<file path="config.mk">
export PLATFORM = sky130hd
export DESIGN_NAME = crash_course_cpu_fetch_unit
export DESIGN_NICKNAME = d
export VERILOG_FILES = /design/src/rtl/crash_course_cpu_pkg.sv /design/src/rtl/crash_course_cpu_return_stack.sv /design/src/rtl/crash_course_cpu_fetch_unit.sv
export SDC_FILE = /design/constraint.sdc
export NUM_CORES = 1
export LEC_CHECK = 0
export CORE_UTILIZATION = 50
export CTS_CLUSTER_DIAMETER = 200
export DETAILED_ROUTE_END_ITERATION = 10
export PLACE_DENSITY_LB_ADDON = 0.05
export SKIP_CTS_REPAIR_TIMING = 1
export SYNTH_ARGS = -nofsm -noshare
export SYNTH_HDL_FRONTEND = slang
export SYNTH_SLANG_ARGS = --single-unit
</file>
<file path="constraint.sdc">
create_clock -name clk_i -period 7.2 [get_ports clk_i]
set_clock_uncertainty 0.2 [all_clocks]
set_input_delay 0.72 -clock clk_i [delete_from_list [all_inputs] [get_ports clk_i]]
set_output_delay 0.72 -clock clk_i [all_outputs]
set_load 0.02 [all_outputs]
</file>
<file path="src/rtl/crash_course_cpu_pkg.sv">
// Shared types and constants for the crash-course CPU fetch path.
package crash_course_cpu_pkg;

  localparam int INSTR_WIDTH = 16;
  localparam logic [INSTR_WIDTH-1:0] NOP = 16'h0000;

  localparam int COND_ZERO  = 0;
  localparam int COND_NEG   = 1;
  localparam int COND_CARRY = 2;

  typedef enum logic [1:0] {
    FETCH,
    CAPTURE,
    EXEC,
    HALTED
  } fetch_state_t;

  function automatic logic branch_taken(input logic [2:0] cond, input logic zero,
                                        input logic neg, input logic carry);
    logic [2:0] flags;
    flags             = '0;
    flags[COND_ZERO]  = zero;
    flags[COND_NEG]   = neg;
    flags[COND_CARRY] = carry;
    return |(cond & flags);
  endfunction

endpackage

</file>
<file path="src/rtl/crash_course_cpu_return_stack.sv">
// Circular return-address stack; push on full overwrites the oldest entry.
// Single-cycle push/pop, top-of-stack readable combinationally.
module crash_course_cpu_return_stack #(
  parameter int DEPTH = 4,
  parameter int WIDTH = 8
) (
  input  logic             clk_i,
  input  logic             rst_i,
  input  logic             push_i,
  input  logic             pop_i,
  input  logic [WIDTH-1:0] data_i,
  output logic [WIDTH-1:0] data_o,
  output logic             empty_o,
  output logic             full_o,
  output logic             overflow_o,
  output logic             underflow_o
);

  localparam int PW = $clog2(DEPTH);
  localparam int CW = PW + 1;

  logic [WIDTH-1:0] mem_q [DEPTH];
  logic [PW-1:0]    ptr_q, ptr_d, top_idx;
  logic [CW-1:0]    cnt_q, cnt_d;

  // ptr_q points at the next free slot, so the top lives one below it.
  assign top_idx     = ptr_q - PW'(1);
  assign data_o      = mem_q[top_idx];
  assign empty_o     = (cnt_q == '0);
  assign full_o      = (cnt_q == CW'(DEPTH));
  assign overflow_o  = push_i & full_o;
  assign underflow_o = pop_i & ~push_i & empty_o;

  always_comb begin
    ptr_d = ptr_q;
    cnt_d = cnt_q;
    if (push_i) begin
      ptr_d = ptr_q + PW'(1);
      if (!full_o) cnt_d = cnt_q + CW'(1);
    end else if (pop_i && !empty_o) begin
      ptr_d = top_idx;
      cnt_d = cnt_q - CW'(1);
    end
  end

  always_ff @(posedge clk_i) begin
    if (rst_i) begin
      ptr_q <= '0;
      cnt_q <= '0;
    end else begin
      ptr_q <= ptr_d;
      cnt_q <= cnt_d;
    end
  end

  always_ff @(posedge clk_i) begin
    if (push_i) mem_q[ptr_q] <= data_i;
  end

endmodule

</file>
<file path="src/rtl/crash_course_cpu_fetch_unit.sv">
// Program sequencer: FETCH/CAPTURE/EXEC slot per instruction, next-PC resolution
// at the end of EXEC; exec_stall_i holds EXEC, HALTED exits only on reset.
module crash_course_cpu_fetch_unit
  import crash_course_cpu_pkg::*;
#(
  parameter int ADDR_WIDTH  = 8,
  parameter int STACK_DEPTH = 4
) (
  input  logic                   clk_i,
  input  logic                   rst_i,
  output logic [ADDR_WIDTH-1:0]  instr_addr_o,
  input  logic [INSTR_WIDTH-1:0] instr_rdata_i,
  output logic [INSTR_WIDTH-1:0] instruction_o,
  output logic                   instruction_valid_o,
  input  logic                   halt_enable_i,
  input  logic                   jump_enable_i,
  input  logic                   call_enable_i,
  input  logic                   return_enable_i,
  input  logic                   branch_enable_i,
  input  logic [2:0]             branch_condition_i,
  input  logic [7:0]             immediate_i,
  input  logic                   flag_zero_i,
  input  logic                   flag_negative_i,
  input  logic                   flag_carry_i,
  input  logic                   exec_stall_i,
  output logic [ADDR_WIDTH-1:0]  pc_o,
  output logic                   halted_o,
  output logic                   stack_error_o
);

  fetch_state_t           state_q, state_d;
  logic [ADDR_WIDTH-1:0]  pc_q, pc_d, pc_inc, imm_addr;
  logic [INSTR_WIDTH-1:0] instr_q, instr_d;
  logic                   err_q, err_d;

  logic                   push, pop;
  logic [ADDR_WIDTH-1:0]  stk_top;
  logic                   stk_empty, stk_ovf, stk_unf, stk_full_unused;

  assign pc_inc   = pc_q + ADDR_WIDTH'(1);
  assign imm_addr = ADDR_WIDTH'(immediate_i);

  crash_course_cpu_return_stack #(
    .DEPTH (STACK_DEPTH),
    .WIDTH (ADDR_WIDTH)
  ) u_stack (
    .clk_i       (clk_i),
    .rst_i       (rst_i),
    .push_i      (push),
    .pop_i       (pop),
    .data_i      (pc_inc),
    .data_o      (stk_top),
    .empty_o     (stk_empty),
    .full_o      (stk_full_unused),
    .overflow_o  (stk_ovf),
    .underflow_o (stk_unf)
  );

  always_comb begin
    state_d = state_q;
    pc_d    = pc_q;
    instr_d = instr_q;
    push    = 1'b0;
    pop     = 1'b0;
    unique case (state_q)
      FETCH:   state_d = CAPTURE;
      CAPTURE: begin
        instr_d = instr_rdata_i;
        state_d = EXEC;
      end
      EXEC: begin
        if (!exec_stall_i) begin
          state_d = FETCH;
          if (halt_enable_i) begin
            state_d = HALTED;
          end else if (jump_enable_i && return_enable_i) begin
            // An empty-stack return falls through to the next instruction.
            pop  = 1'b1;
            pc_d = stk_empty ? pc_inc : stk_top;
          end else if (jump_enable_i && call_enable_i) begin
            push = 1'b1;
            pc_d = imm_addr;
          end else if (jump_enable_i) begin
            pc_d = imm_addr;
          end else if (branch_enable_i &&
                       branch_taken(branch_condition_i, flag_zero_i,
                                    flag_negative_i, flag_carry_i)) begin
            pc_d = imm_addr;
          end else begin
            pc_d = pc_inc;
          end
        end
      end
      HALTED:  state_d = HALTED;
      default: state_d = FETCH;
    endcase
    err_d = err_q | stk_ovf | stk_unf;
  end

  always_ff @(posedge clk_i) begin
    if (rst_i) begin
      state_q <= FETCH;
      pc_q    <= '0;
      instr_q <= NOP;
      err_q   <= 1'b0;
    end else begin
      state_q <= state_d;
      pc_q    <= pc_d;
      instr_q <= instr_d;
      err_q   <= err_d;
    end
  end

  assign instr_addr_o        = pc_q;
  assign pc_o                = pc_q;
  assign instruction_o       = instr_q;
  assign instruction_valid_o = (state_q == EXEC);
  assign halted_o            = (state_q == HALTED);
  assign stack_error_o       = err_q;

endmodule
</file>
# --- Yosys cells after proc, flatten, opt, wreduce, memory -nomap -nowiden ---
# Memory sizes are Yosys's and may differ from the RTL's.
# Cells that the tools add are included.
op_classes:
  add_sub_neg: 5
  n_eq_ne: 6
  n_mux: 24
  n_bitwise: 9
  n_reduce_logical: 11
op_table:
  columns: ["cell", "n"]
  rows:
  - ["8-bit two-way mux", 5]
  - ["1-bit two-way mux", 11]
  - ["3-bit two-way mux", 3]
  - ["8-bit by 1-bit adder with 8-bit output, second input constant", 1]
  - ["2-bit two-way mux", 4]
  - ["2-bit case mux with 4 select lines", 1]
  - ["2-bit == test, second input constant", 2]
  - ["1-bit logical AND", 4]
  - ["2-bit inequality test, second input constant", 2]
  - ["3-bit by 1-bit adder with 3-bit output, second input constant", 1]
  - ["1-bit AND", 3]
  - ["3-bit AND", 1]
  - ["3-bit == test, second input constant", 1]
  - ["3-bit zero test", 1]
  - ["1-bit NOT", 3]
  - ["3-bit AND reduction", 1]
  - ["3-bit OR reduction", 1]
  - ["3-bit by 1-bit subtractor with 3-bit output, second input constant", 1]
  - ["2-bit by 1-bit adder with 2-bit output, second input constant", 1]
  - ["2-bit by 1-bit == test with 1-bit output, second input constant", 1]
  - ["2-bit zero test", 1]
  - ["1-bit bitwise OR", 2]
  - ["2-bit AND reduction", 1]
  - ["2-bit nonzero test", 1]
  - ["other kinds (2)", 2]
word_totals:
  reg_bits: 32
  mem_bits_rw: 32
  in_bits: 38
  memories: 1
memory_table:
  columns: ["name", "words", "width", "rd", "rd_ports_with_merged_regs", "write_ports", "line", "text"]
  rows:
  - ["u_stack.mem_q", 4, 8, 1, 0, 1, "crash_course_cpu_return_stack.sv:22", "logic [WIDTH-1:0] mem_q [DEPTH];"]

# --- Depth between registers and ports, before layout ---
depth:
  ltp_word: 10
  mapped_depth: 9

# --- Cells and area by module ---
# From an unflattened synthesis, not the netlist that was laid out.
hier_totals:
  cells_unflattened: 263
  hier_area_um2: 2889.0
modules_own_cells:
  columns: ["module", "instances", "cells_per_inst", "area_per_inst_um2", "seq_area_each_um2"]
  rows:
  - ["crash_course_cpu_return_stack", 1, 92, 1552.7, 1061.0]
  - ["crash_course_cpu_fetch_unit", 1, 171, 1336.3, 540.5]

# --- Worst setup path after synthesis ---
# OpenSTA, ideal clock, no wires.
synth_timing:
  kind: "input to register"
  start: "in halt_enable_i"
  end: "reg u_stack.cnt_q[2]"
  arrival_time_ns: 2.544
  t_required_ns: 6.894
  slack_ns: 4.349
  path_stages: 7
  path_buffers: 1
  cell_sequence: "nor4b_4 and3_1 clkbuf_1 xnor2_1 ha_1 or4_1 o311ai_0"
synth_between:
  elab_chain_len: 6
  word_cells_on_any_way: 11
synth_lines:
  columns: ["element", "line", "text"]
  rows:
  - ["start, declared", "crash_course_cpu_fetch_unit.sv:15", "input logic halt_enable_i,"]
  - ["1-bit two-way mux", "crash_course_cpu_fetch_unit.sv:74", "if (halt_enable_i) begin"]
  - ["1-bit two-way mux", "crash_course_cpu_fetch_unit.sv:72", "if (!exec_stall_i) begin"]
  - ["1-bit two-way mux", "crash_course_cpu_fetch_unit.sv:65", "unique case (state_q)"]
  - ["1-bit logical AND", "crash_course_cpu_return_stack.sv:40", "end else if (pop_i && !empty_o) begin"]
  - ["2-bit nonzero test (no line)", null, null]
  - ["2-bit AND reduction (no line)", null, null]
  - ["end signal, assigned", "crash_course_cpu_return_stack.sv:52", "cnt_q <= cnt_d;"]
  - ["end, declared", "crash_course_cpu_return_stack.sv:24", "logic [CW-1:0] cnt_q, cnt_d;"]
# Several ways; a longest one is shown, not always the timed one.
# A chain may end at the register's enable or synchronous reset.

# --- Worst setup path in the final report ---
# Ends and elaborated chain as after synthesis.

==> reports/qor.yml <==
global_routing:
  top_usage_layer: "met2"
  grt_pass1_vias: 2038
  grt_max_degree: 37
  grt_pass1_wl_um: 10150
  gr-usage-met1_pct: 31.58
  grt_use_total_pct: 21.82
  grt-ovfl-total: 0
  antenna_found_initial: 0
  use_met3_pct: 3.908
  met2_usage_pct: 32.07
synthesis:
  synth_cells: 272
  synthFlopType: "edfxtp_1"
  yosysSeqAreaShare_pct: 53.78
  ys_ff_latch: 64
  synth_edf_count: 32
  syn_area_mm2: 0.002978
  synth_cell_types: 47
  async_flop_share_pct: 0
  synth_area_per_cell_um2: 10.95
  yosysWarnings: 0
  synth_nets: 316
timing:
  max_clock_freq_ghz: 0.2829
  setup_violations: 0
  period_needed_ns: 3.535
  slew_headroom_pct: 28.21
  finalCritPeriodShare_pct: 49.09
  hold_viol: 0
  final.setup.tns_ns: 0
  slew_viol_final: 0
  rsz0062_at_grt: "no"
  worstMarginPinSlew_ns: 1.073
routing:
  avgRoutedWirePerCell_um: 16.00
  route.detailed.drc: 0
  ant_nets: 0
  first_iter_violations: 143
  drt-total-wl_um: 6560
  firstDrtPassIters: 4
  vias_per_cell: 5.539
  vias: 2271
critical_path:
  crit_path_max_fanout: 19
  path_cells: "clkdlybuf4s50_1, nor4b_4, and3_1, xnor2_1, ha_1, or4_1, o311ai_0"
  endpoint_kind: "register"
  worstPathArrival_ns: 3.55
  cp_num_buf_inv: 1
  slowest_stage: "nor4b_4"
  cp.required_ns: 7.22
  path_delay_family: "simple AND/OR/NAND/NOR gates"
  path_class: "in -> reg"
  start_kind: "input pin"
  cpPeakStageDelay_ns: 0.82
final_layout:
  syn2layout_area_growth_pct: 29.54
  antenna_cells: 0
  seq_area_mm2: 0.001602
  fin_nets: 377
  final_cell_mix: "72 x clkdlybuf4s50_1, 40 x nand2_1, 32 x dfxtp_1, 32 x edfxtp_1, 22 x a21oi_1"
  final_cells: 410
  final_common_cell: "clkdlybuf4s50_1"
  fillers: 457
  multiInputGateArea_mm2: 0.001226
  final_layout_size_suffix_gt1_share_pct: 9.763
power:
  p_seq_share_pct: 50.0
  ir_drop_v: 0.0001509
  powerDensity_mw_per_mm2: 207.5
  p_int_mw: 0.6021
  p_leak_nw: 1.300
  pwr-share-comb_pct: 13.0
  netSwitchingFraction_pct: 24.79
  power_frac_clock_pct: 37.0
  p_switching_mw: 0.1985
floorplanning:
  fp.dieH_um: 79.18
  ios: 73
  fp.coreArea_mm2: 0.005608
  num_rows: 27
  die_area_mm2: 0.006269
  initial_core_util_pct: 53.10
  die_w_um: 79.18
place:
  dp_cells: 394
  dpl.hpwl_um: 4581
  gp_congestion: 0.7427
  portBuffers: 72
clocking:
  root_buffer: "clkbuf_8"
  clock_tree.buffer_depth: 2
  cts_made_buffers: 9
  clkSinkCount: 64
  htree_levels: 3
  path_clk_slew_ns: 0.07
  clk_latency_ns: 0.33
  cts_tree: "done"
run:
  cap_viol_max_count: 0
outcome:
  status: "complete, no violations"
worst_hold_path:
  min-delay-path-class: "reg -> reg"
[worst reg2reg max path: stages, from the launching register on]
cell and delay (ns):
dfxtp_1 0.37, nor4b_4 0.82, and3_1 0.47, xnor2_1 0.11
ha_1 0.23, or4_1 0.46, o311ai_0 0.26
[registers in the layout (all words and copies together), names as in the netlist]
signal         count
stack_error_o      1
instruction_o     16
u_stack.mem_q     32
u_stack.ptr_q      2
state_q            2
u_stack.cnt_q      3
instr_addr_o       8
[cell usage after synthesis, types with 2 or more instances]
cell type | instances | area (µm²)
buf_2 | 3 | 15.01
a211oi_1 | 5 | 37.54
o2111ai_1 | 2 | 17.52
a221oi_1 | 2 | 17.52
mux2_2 | 2 | 22.52
nor2b_1 | 3 | 18.77
o21a_1 | 3 | 22.52
or2_2 | 6 | 37.54
and2_1 | 5 | 31.28
inv_1 | 6 | 22.52
mux4_2 | 8 | 180.2
a31o_1 | 2 | 17.52
edfxtp_1 | 32 | 960.9
xor2_1 | 3 | 26.28
o211ai_1 | 2 | 15.01
buf_4 | 8 | 60.06
ha_1 | 6 | 75.07
dfxtp_1 | 32 | 640.6
xnor2_1 | 5 | 43.79
nand2_1 | 40 | 150.1
a222oi_1 | 3 | 30.03
a311oi_1 | 4 | 35.03
nand2b_1 | 2 | 12.51
nor3b_1 | 2 | 15.01
nor2_1 | 17 | 63.81
a21oi_1 | 22 | 110.1
o21ai_0 | 6 | 30.03
nor3_1 | 5 | 25.02
or4_1 | 3 | 22.52
nand4_1 | 3 | 18.77
clkbuf_1 | 11 | 41.29
nand3_1 | 4 | 20.02
[kinds of logic after synthesis]
family,Yosys count,synth area share (%)
and+or+nand+nor,94,15.42
DFF,64,53.78
AOI/OAI and AO/OA,60,13.74
buffers and inverters,29,5.042
muxes,11,7.143
xor gates and xnor gates,8,2.353
adders and majority gates,6,2.521
[power by group through the flow]
stage / Clock (mW) / Combinational (mW) / Sequential [mW]
3_5_place_dp: 0 / 0.104 / 0.409
3_3_place_gp: 0 / 0.103 / 0.408
2_1_floorplan: 0 / 0.0444 / 0.417
6_report: 0.296 / 0.104 / 0.401
4_1_cts: 0.300 / 0.105 / 0.401
5_1_grt: 0.314 / 0.112 / 0.402
[cell type report]
type	instances	area share (%)
clock inverters	6	1.589
multi-input cells	179	31.79
inverters	6	0.5838
clock buffers	10	3.308
repair buffers	73	18.88
flip-flops and latches	64	41.52
well taps	72	2.335
[path summary, 6_finish.rpt]
kind                                        from          endpoint  slack, ns  cells past startpoint
worst max-delay path               halt_enable_i  u_stack.cnt_q[2]       3.67                      7
worst min-delay path            instruction_o[7]  instruction_o[7]       0.26                      2
worst max register to register        state_q[0]  u_stack.cnt_q[2]       4.17                      6
worst min register to register  instruction_o[7]  instruction_o[7]       0.26                      2
[layer usage]
layer  up-vias  share of wire [%]
li1       1124                  -
met1      1057                 48
met2        84                 45
met3         6                5.6
met4         0                1.2
met5         -                  0
[through the flow]
stage          setup slack, ns  utilization, %  cell area [µm²]  total power, mW  hold WS, ns
2_1_floorplan            4.349               -             2978           0.4614       0.2921
3_3_place_gp             3.401           65.42             3669           0.5115       0.2419
3_5_place_dp             3.379           65.42             3669           0.5127       0.2494
4_1_cts                  3.698           68.79             3857           0.8053       0.2591
5_1_grt                  3.477           68.79             3857           0.8283       0.2831
6_report                 3.665           68.79             3857           0.8006       0.2578
Note: power is estimated with default switching activity, not from simulation.
